<file path="config.mk">
export PLATFORM = sky130hd
export DESIGN_NAME = vend_dispenser_flat
export DESIGN_NICKNAME = d
export VERILOG_FILES = /design/src/rtl/vend_dispenser_if.sv /design/src/rtl/vend_dispenser.sv /design/src/flat_wrapper.sv
export SDC_FILE = /design/constraint.sdc
export NUM_CORES = 1
export LEC_CHECK = 0
export CAP_MARGIN = 10
export CORE_AREA = 3 3 73 75
export CTS_CLUSTER_SIZE = 14
export DETAILED_ROUTE_END_ITERATION = 7
export DIE_AREA = 0 0 76 78
export DONT_BUFFER_PORTS = 1
export GPL_TIMING_DRIVEN = 0
export PLACE_DENSITY = 0.72
export SLEW_MARGIN = 10
export SYNTH_ARGS = -nofsm -noshare
export SYNTH_HDL_FRONTEND = slang
export SYNTH_SLANG_ARGS = --single-unit
export TNS_END_PERCENT = 20
</file>
<file path="constraint.sdc">
create_clock -name clk -period 7 [get_ports clk]
set_input_delay 1.05 -clock clk [delete_from_list [all_inputs] [get_ports clk]]
set_output_delay 1.05 -clock clk [all_outputs]
set_load 0.02 [all_outputs]
</file>
<file path="src/rtl/vend_dispenser_if.sv">
`default_nettype none
// ============================================================================
// Module      : vend_dispenser_if
// Description : Purchase, actuator and status signals between the vending
//               FSM / system controller (master) and the dispenser (slave).
// Revision    : 1.0 - initial release
// ============================================================================
interface vend_dispenser_if #(
    parameter int FIFO_DEPTH = 4
);
    logic                                soda_i;
    logic [2:0]                          chan_i;
    logic                                can_done_i;
    logic                                nick_ready_i;
    logic                                can_drop_o;
    logic                                nick_eject_o;
    logic                                busy_o;
    logic [$clog2(FIFO_DEPTH + 1)-1:0]   pend_o;
    logic [15:0]                         vend_cnt_o;
    logic                                overflow_o;
    logic                                code_err_o;
    logic                                fault_o;

    modport master (
        output soda_i, chan_i, can_done_i, nick_ready_i,
        input  can_drop_o, nick_eject_o, busy_o, pend_o, vend_cnt_o,
               overflow_o, code_err_o, fault_o
    );

    modport slave (
        input  soda_i, chan_i, can_done_i, nick_ready_i,
        output can_drop_o, nick_eject_o, busy_o, pend_o, vend_cnt_o,
               overflow_o, code_err_o, fault_o
    );
endinterface
`default_nettype wire

</file>
<file path="src/rtl/vend_dispenser.sv">
`default_nettype none
// ============================================================================
// Module      : vend_dispenser
// Description : Queues purchases from the vending FSM, drops one can per
//               purchase, then ejects the owed change one nickel at a time.
// Revision    : 1.0 - initial release
// ============================================================================
module vend_dispenser #(
    parameter int FIFO_DEPTH   = 4,
    parameter int DROP_TIMEOUT = 255,
    parameter int EJECT_GAP    = 2
) (
    input  wire logic       clk,
    input  wire logic       rst,
    vend_dispenser_if.slave bus
);
    localparam int c_aw = $clog2(FIFO_DEPTH);
    localparam int c_cw = $clog2(FIFO_DEPTH + 1);
    localparam int c_tw = $clog2(DROP_TIMEOUT + 1);
    localparam int c_gw = $clog2(EJECT_GAP + 1);
    localparam logic [c_cw-1:0] c_full     = c_cw'(FIFO_DEPTH);
    localparam logic [c_tw-1:0] c_tmo_last = c_tw'(DROP_TIMEOUT - 1);
    localparam logic [c_gw-1:0] c_gap_last = c_gw'(EJECT_GAP - 1);

    typedef enum logic [2:0] {
        S_IDLE   = 3'd0,
        S_DROP   = 3'd1,
        S_CHANGE = 3'd2,
        S_GAP    = 3'd3,
        S_FAULT  = 3'd4
    } state_t;

    state_t          r_state;
    logic [2:0]      r_fifo [FIFO_DEPTH];
    logic [c_aw-1:0] r_wr_ptr;
    logic [c_aw-1:0] r_rd_ptr;
    logic [c_cw-1:0] r_count;
    logic [2:0]      r_remain;
    logic [c_tw-1:0] r_timer;
    logic [c_gw-1:0] r_gap;
    logic            r_can_drop;
    logic            r_nick_eject;
    logic [15:0]     r_vend_cnt;
    logic            r_overflow;
    logic            r_code_err;
    logic            r_fault;

    logic w_code_bad;
    logic w_push_req;
    logic w_full;
    logic w_pop;
    logic w_push;

    assign w_code_bad = bus.soda_i && (bus.chan_i > 3'd4);
    assign w_push_req = bus.soda_i && !w_code_bad;
    assign w_full     = (r_count == c_full);
    // Pop decision uses occupancy before this edge's push, so a purchase
    // arriving into an empty queue is started one edge later.
    assign w_pop      = (r_state == S_IDLE) && (r_count != '0);
    assign w_push     = w_push_req && (!w_full || w_pop);

    always_ff @(posedge clk) begin
        if (w_push) begin
            r_fifo[r_wr_ptr] <= bus.chan_i;
        end
    end

    always_ff @(posedge clk or negedge rst) begin
        if (!rst) begin
            r_wr_ptr   <= '0;
            r_rd_ptr   <= '0;
            r_count    <= '0;
            r_overflow <= 1'b0;
            r_code_err <= 1'b0;
        end else begin
            if (w_push) r_wr_ptr <= r_wr_ptr + 1'b1;
            if (w_pop)  r_rd_ptr <= r_rd_ptr + 1'b1;
            if (w_push && !w_pop) begin
                r_count <= r_count + 1'b1;
            end else if (w_pop && !w_push) begin
                r_count <= r_count - 1'b1;
            end
            if (w_push_req && w_full && !w_pop) r_overflow <= 1'b1;
            if (w_code_bad)                     r_code_err <= 1'b1;
        end
    end

    always_ff @(posedge clk or negedge rst) begin
        if (!rst) begin
            r_state      <= S_IDLE;
            r_remain     <= 3'd0;
            r_timer      <= '0;
            r_gap        <= '0;
            r_can_drop   <= 1'b0;
            r_nick_eject <= 1'b0;
            r_vend_cnt   <= 16'd0;
            r_fault      <= 1'b0;
        end else begin
            r_nick_eject <= 1'b0;
            case (r_state)
                S_IDLE: begin
                    if (w_pop) begin
                        r_remain   <= r_fifo[r_rd_ptr];
                        r_can_drop <= 1'b1;
                        r_timer    <= '0;
                        r_state    <= S_DROP;
                    end
                end
                S_DROP: begin
                    if (bus.can_done_i) begin
                        r_can_drop <= 1'b0;
                        r_vend_cnt <= r_vend_cnt + 16'd1;
                        r_timer    <= '0;
                        r_state    <= (r_remain != 3'd0) ? S_CHANGE : S_IDLE;
                    end else if (r_timer == c_tmo_last) begin
                        r_can_drop <= 1'b0;
                        r_fault    <= 1'b1;
                        r_state    <= S_FAULT;
                    end else begin
                        r_timer <= r_timer + 1'b1;
                    end
                end
                S_CHANGE: begin
                    if (bus.nick_ready_i) begin
                        r_nick_eject <= 1'b1;
                        r_remain     <= r_remain - 3'd1;
                        r_gap        <= '0;
                        r_state      <= (r_remain == 3'd1) ? S_IDLE : S_GAP;
                    end
                end
                S_GAP: begin
                    // The pulse cycle is the first gap cycle, so the idle
                    // time between pulses equals EJECT_GAP.
                    if (r_gap == c_gap_last) begin
                        r_state <= S_CHANGE;
                    end else begin
                        r_gap <= r_gap + 1'b1;
                    end
                end
                S_FAULT: begin
                    r_can_drop <= 1'b0;
                end
                default: begin
                    r_state <= S_IDLE;
                end
            endcase
        end
    end

    assign bus.can_drop_o   = r_can_drop;
    assign bus.nick_eject_o = r_nick_eject;
    assign bus.busy_o       = (r_state != S_IDLE) || (r_count != '0);
    assign bus.pend_o       = r_count;
    assign bus.vend_cnt_o   = r_vend_cnt;
    assign bus.overflow_o   = r_overflow;
    assign bus.code_err_o   = r_code_err;
    assign bus.fault_o      = r_fault;
endmodule
`default_nettype wire

</file>
<file path="src/flat_wrapper.sv">
// flat-port wrapper written by rule: the top's interface ports become plain ports
module vend_dispenser_flat 
#(
    parameter int FIFO_DEPTH   = 4,
    parameter int DROP_TIMEOUT = 255,
    parameter int EJECT_GAP    = 2
)
  (clk, rst, bus_soda_i, bus_chan_i, bus_can_done_i, bus_nick_ready_i, bus_can_drop_o, bus_nick_eject_o, bus_busy_o, bus_pend_o, bus_vend_cnt_o, bus_overflow_o, bus_code_err_o, bus_fault_o);
  vend_dispenser_if #(.FIFO_DEPTH(FIFO_DEPTH)) bus_i ();
  input  wire logic clk;
  input  wire logic rst;
  input wire logic [$bits(bus_i.soda_i)-1:0] bus_soda_i;
  input wire logic [$bits(bus_i.chan_i)-1:0] bus_chan_i;
  input wire logic [$bits(bus_i.can_done_i)-1:0] bus_can_done_i;
  input wire logic [$bits(bus_i.nick_ready_i)-1:0] bus_nick_ready_i;
  output wire logic [$bits(bus_i.can_drop_o)-1:0] bus_can_drop_o;
  output wire logic [$bits(bus_i.nick_eject_o)-1:0] bus_nick_eject_o;
  output wire logic [$bits(bus_i.busy_o)-1:0] bus_busy_o;
  output wire logic [$bits(bus_i.pend_o)-1:0] bus_pend_o;
  output wire logic [$bits(bus_i.vend_cnt_o)-1:0] bus_vend_cnt_o;
  output wire logic [$bits(bus_i.overflow_o)-1:0] bus_overflow_o;
  output wire logic [$bits(bus_i.code_err_o)-1:0] bus_code_err_o;
  output wire logic [$bits(bus_i.fault_o)-1:0] bus_fault_o;
  assign bus_i.soda_i = bus_soda_i;
  assign bus_i.chan_i = bus_chan_i;
  assign bus_i.can_done_i = bus_can_done_i;
  assign bus_i.nick_ready_i = bus_nick_ready_i;
  assign bus_can_drop_o = bus_i.can_drop_o;
  assign bus_nick_eject_o = bus_i.nick_eject_o;
  assign bus_busy_o = bus_i.busy_o;
  assign bus_pend_o = bus_i.pend_o;
  assign bus_vend_cnt_o = bus_i.vend_cnt_o;
  assign bus_overflow_o = bus_i.overflow_o;
  assign bus_code_err_o = bus_i.code_err_o;
  assign bus_fault_o = bus_i.fault_o;
  vend_dispenser #(.FIFO_DEPTH(FIFO_DEPTH), .DROP_TIMEOUT(DROP_TIMEOUT), .EJECT_GAP(EJECT_GAP)) u_core (.clk(clk), .rst(rst), .bus(bus_i));
endmodule
</file>
# After elaboration in Yosys (flattened, before gate mapping)
# Memory sizes are Yosys's and may differ from the RTL's.
# Cells that the tools add are included.
# op_classes
addsub,8
magnitude_cmp,1
eq_ne,14
muxes,28
bitwise,2
n_reduce_logical,30
# ops
operator,n
$mux 3,9
$mux 8,3
$add 16x1->16 const B,1
$pmux 8 s2,1
$pmux 3 s5,1
$reduce_and 3->1,5
$reduce_bool 3->1,4
$add 8x1->8 const B,1
$eq 8x8->1 const B,1
$logic_and 1x1->1,8
$mux 2,4
$reduce_bool 2->1,4
$mux 1,7
$add 2x1->2 const B,3
$eq 3x1->1 const B,2
$eq 3x2->1 const B,2
$eq 3x3->1 const B,2
$pmux 3 s2,1
$sub 3x1->3 const B,2
$reduce_and 5->1,1
$logic_not 1->1,4
$ne 2x1->1 const B,2
$ne 2x2->1 const B,2
$pmux 2 s2,1
10 further kinds,12
# word_totals
ff_bits,44
ramBits,12
output_inout_bits,25
word_cells,97
memories,1
# memory_table
name,words,word_bits,rd,rd_ports_with_merged_regs,wr,line,rtl
u_core.r_fifo,4,3,1,0,1,vend_dispenser.sv:34,logic [2:0] r_fifo [FIFO_DEPTH];

# Logic depth before layout (Yosys ltp)
# logic_depth
word_depth,9
ltp_mapped,11

# Worst setup path after synthesis
# Ideal clock, no wire load.
# synth_path
path_type,input -> register
startpoint,in bus_chan_i[1]
endpoint,"reg u_core.r_count[2], in the netlist u_core.bus.pend_o[2]"
setup_time_ns,0.080
arrival_ns,2.540
slack_ns,4.380
cell_stages,10
path_cell_list,o21ai_0 -> nand2_1 -> nor2b_1 -> buf_2 -> ha_1 -> inv_1 -> fa_1 -> xor2_1 -> nor2_1 -> xor2_1
# synth_between
elab_chain_cells,8
word_cells_on_any_way,10
# synth_lines
element,line,rtl
"start, declared",flat_wrapper.sv:13,input wire logic [$bits(bus_i.chan_i)-1:0] bus_chan_i;
$gt 3x3->1 (*),vend_dispenser.sv:54,assign w_code_bad = bus.soda_i && (bus.chan_i > 3'd4);
$logic_and 1x1->1 (*),vend_dispenser.sv:54,
$logic_not 1->1 (*),vend_dispenser.sv:55,assign w_push_req = bus.soda_i && !w_code_bad;
$logic_and 1x1->1 (*),vend_dispenser.sv:55,
$logic_and 1x1->1 (*),vend_dispenser.sv:60,assign w_push = w_push_req && (!w_full || w_pop);
via u_core.w_push,vend_dispenser.sv:52,logic w_push;
$logic_not 1->1,vend_dispenser.sv:80,end else if (w_pop && !w_push) begin
$logic_and 1x1->1,vend_dispenser.sv:80,
$reduce_bool 2->1 (no source line),--,
"end signal, assigned",vend_dispenser.sv:79,r_count <= r_count + 1'b1;
"end signal, assigned",vend_dispenser.sv:81,r_count <= r_count - 1'b1;
"end, declared",vend_dispenser.sv:37,logic [c_cw-1:0] r_count;
# The timed path passes the listed nets; every way through them passes the cells marked *.
# A chain may end at the register's enable or synchronous reset.

# Final worst setup path
# layout_path
startpoint,reg u_core.r_state[0]
endpoint,out bus_busy_o
# layout_between
elab_chain_cells,2
# layout_lines
element,line,rtl
"start, declared",vend_dispenser.sv:33,state_t r_state;
"start signal, assigned",vend_dispenser.sv:114,r_state <= (r_remain != 3'd0) ? S_CHANGE : S_IDLE;
"start signal, assigned",vend_dispenser.sv:128,r_state <= (r_remain == 3'd1) ? S_IDLE : S_GAP;
$reduce_bool 3->1,vend_dispenser.sv:152,assign bus.busy_o = (r_state != S_IDLE) || (r_count != '0);
$logic_or 1x1->1,vend_dispenser.sv:152,
"end, declared",flat_wrapper.sv:18,output wire logic [$bits(bus_i.busy_o)-1:0] bus_busy_o;
# Every way passes these cells.

==> impl_metrics.csv <==
group,metric,value,unit
outcome,status,"finished, final reports clean",
place,pre_cts_slack,4.18,ns
drt,num_vias,1674,
cells_and_area,finalNetCount,258,
drt,viasPerCell,5.49,
cts,cts_tree,"built",
grt,grt_pass1_wl,7730,µm
cts,cts_buffers,5,
floorplanning,initial_utilization,58.0,%
cells_and_area,drive_gt1_share,12.6,%
synth,synth_compound_area_share,7.67,%
power,power_leakage,1.30,nW
grt,track_usage,16.3,%
synth,yosys.area_share.simple,17.9,%
sta,hold_violations,0,
worst_setup_path,crit_buf_inv,2,
cts,root_buffer,"clkbuf_8",
synth,synth-edff-count,12,
grt,grt_overflow_total,0,
sta,fin_crit_sh,41.4,%
sta,fin_crit,2.90,ns
drt,wl,4420,µm
worst_setup_path,critical_path_class,"reg -> out",
place,hpwl,3290,µm
worst_setup_path,cp_max_fo,8,
sta,setup_slack,4.10,ns
worst_setup_path,arrival,1.85,ns
grt,grt_pass1_vias,1589,
cts,cts_hold_buf,0,
job,maxCapViolations,0,
sta,worst_pin_slew,0.682,ns
sta,clock_skew,0.00811,ns
floorplanning,design.core.area,4720,µm²
grt,grt_max_degree,45,
sta,holdWs,0.425,ns
synth,synth_top_family_by_area,"simple AND/OR/NAND/NOR gates",
drt,top_layer_used,"met4",
floorplanning,io_pins,33,
floorplanning,chipHeight,78,µm
worst_setup_path,max_stage_delay,0.40,ns
cts,post_cts_buffers,0,
drt,postRouteAntennaNets,0,
synth,ys_warn_count,0,
cts,htree_levels,2,
place,portBuffers,0,
power,max-vdd-ir-drop,0.200,mV
drt,drt_iter0_drc,69,
grt,antenna_found_initial,0,
drt,drt-met1-wl,2100,µm
synth,synth-seq-cells,56,
sta,rsz0062_at_grt,"no",
synth,yosysSeqAreaShare,53.3,%
drt,wl_per_cell,14.5,µm
floorplanning,rows,25,
worst_setup_path,cp-start-kind,"flip-flop",
synth,synth_area_per_cell,11.9,µm²
drt,drc,0,
worst_setup_path,crit_family,"simple AND/OR/NAND/NOR gates",
worst_setup_path,required,5.95,ns
cts,clock_latency,0.30,ns
worst_setup_path,end_kind,"output pin",
synth,ys_types,53,
synth,synth_fa_ha_area_share,6.21,%
sta,fin_tns_setup,0,ns
synth,syn_inst,230,
worst_setup_path,slowest_stage,"or3_1",
drt,route.met2.wl,1990,µm
place,place_congestion,0.800,
floorplanning,die-area,5930,µm²
synth,syn_nets,251,
cts,cts_buffer_depth,2,
synth,synth_xor_area_share,7.03,%
synth,muxShareOfSynthArea,4.11,%
sta,relSlewSlack,54.1,%
synth,netlist_area,2740,µm²
floorplanning,die_w,76,µm
power,powerDensity,366,nW/µm²
min_path,min_path_type,"in -> async",
drt,met3RoutedLength,262,µm
cts,ctsResizeCount,0,
sta,setup_violations,0,
sta,slew_viol_final,0,
worst_setup_path,path_cells,"buf_6 -> or3_1 -> nor4_2 -> inv_1",
cells_and_area,syn2layout_area_growth,7.12,%
synth,synthFlopType,"dfrtp_1",
sta,fmax,345,MHz
synth,ys_async_sr_fraction,78.6,%
cts,cts.sinks,56,
drt,dr.pass1.iters,4,
cells_and_area,num_antenna_cells,0,
cts,clk_pin_slew,0.10,ns
[placed cells by master, fill, tap and decap left out, types with 3 or more instances in the layout]
cell,Yosys,final
mux4_2,3,3
clkbuf_8,0,5
nand3_1,7,7
o21bai_1,3,3
nand2_1,12,12
nand4_1,4,4
and2_1,4,4
and3_1,9,9
edfxtp_1,12,12
a22o_1,3,3
nand2b_1,4,4
nor3_1,4,4
buf_6,3,3
inv_1,11,11
a21oi_1,6,6
ha_1,12,12
mux2_2,4,4
o21ai_0,5,5
xnor2_1,13,13
nor4_1,3,3
dfrtp_1,44,44
nor2_1,16,16
xor2_1,9,9
[cells by family (layout without fill, tap and decap cells)]
| kind of cell | after synthesis | after routing |
|---|---|---|
| xor+xnor | 22 | 22 |
| simple gates | 83 | 83 |
| flops | 56 | 56 |
| mux | 7 | 7 |
| compound gates | 30 | 30 |
| buf+inv | 19 | 27 |
| fa+ha+maj | 13 | 13 |
[synth_stat cells (2+ instances only)]
master    instances  share of area (%)
inv_1            11                1.5
mux4_2            3                2.5
a31oi_1           2               0.46
buf_4             2               0.55
buf_6             3                1.2
o21bai_1          3               0.82
nor3b_1           2               0.55
nor2_1           16                2.2
o21ai_0           5               0.91
nor4_1            3               0.69
and2_1            4               0.91
ha_1             12                5.5
mux2_2            4                1.6
xor2_1            9                2.9
dfrtp_1          44                 40
and4_1            2               0.64
nor2b_1           2               0.46
xnor2_1          13                4.2
and3_1            9                2.1
nor3_2            2               0.73
nand3_1           7                1.3
a21oi_1           6                1.1
nand2_1          12                1.6
nand2b_1          4               0.91
a22o_1            3               0.96
a221o_1           2               0.73
edfxtp_1         12                 13
nand4_1           4               0.91
nor3_1            4               0.73
clkbuf_1          2               0.27
[layer usage]
layer | vias up | global-route usage [%]
met5 | - | 0
met4 | 0 | 5.43
met3 | 6 | 4.76
met2 | 30 | 24.5
met1 | 801 | 22.7
li1 | 837 | -
[worst paths after layout]
path	end	depth (start not counted)	slack (ns)	startpoint
setup / recovery	bus_busy_o	4	4.10	u_core.r_state[0]
hold / removal	u_core.r_gap[1]	0	0.42	rst
setup reg to reg	u_core.bus.pend_o[2]	11	4.52	u_core.r_state[0]
hold reg to reg	u_core.r_timer[0]	1	0.52	u_core.r_timer[0]
max in group asynchronous	u_core.r_timer[7]	0	6.48	rst
min in group clk	u_core.r_timer[0]	1	0.52	u_core.r_timer[0]
[sequential cells by signal (all words and copies together) (netlist names)]
name and flops:
u_core.bus.pend_o 3, u_core.r_wr_ptr 2, u_core.bus.code_err_o 1, u_core.bus.fault_o 1
u_core.bus.overflow_o 1, u_core.r_state 3, u_core.bus.vend_cnt_o 16, u_core.r_timer 8
u_core.r_rd_ptr 2, u_core.r_remain 3, u_core.r_fifo 12, u_core.r_gap 2
u_core.bus.nick_eject_o 1, u_core.bus.can_drop_o 1
[metrics by stage]
| stage | instances | area [µm²] | utilization (%) | total power [mW] |
|---|---|---|---|---|
| 4_1_cts | 305 | 2940 | 62.1 | 1.09 |
| 6_report | 305 | 2940 | 62.1 | 1.07 |
| 5_1_grt | 305 | 2940 | 62.1 | 1.16 |
| 3_5_place_dp | 297 | 2820 | 59.8 | 0.879 |
| 3_3_place_gp | 297 | 2820 | 59.8 | 0.865 |
| 2_1_floorplan | 230 | 2740 | - | 0.802 |
[layout make-up]
| cell class | count | area (µm²) |
|---|---|---|
| Inverter | 11 | 41.3 |
| Clock inverter | 3 | 42.5 |
| Clock buffer | 5 | 68.8 |
| Sequential cell | 56 | 1460 |
| Multi-Input combinational cell | 155 | 1180 |
| Buffer | 8 | 61.3 |
| Tap cell | 67 | 83.8 |
| Fill cell | 381 | 1790 |
[report_power, final]
part,internal [mW],switching (mW)
clock network,0.106,0.0988
logic,0.171,0.170
registers,0.413,0.115
(Power assumes the default switching activity.)
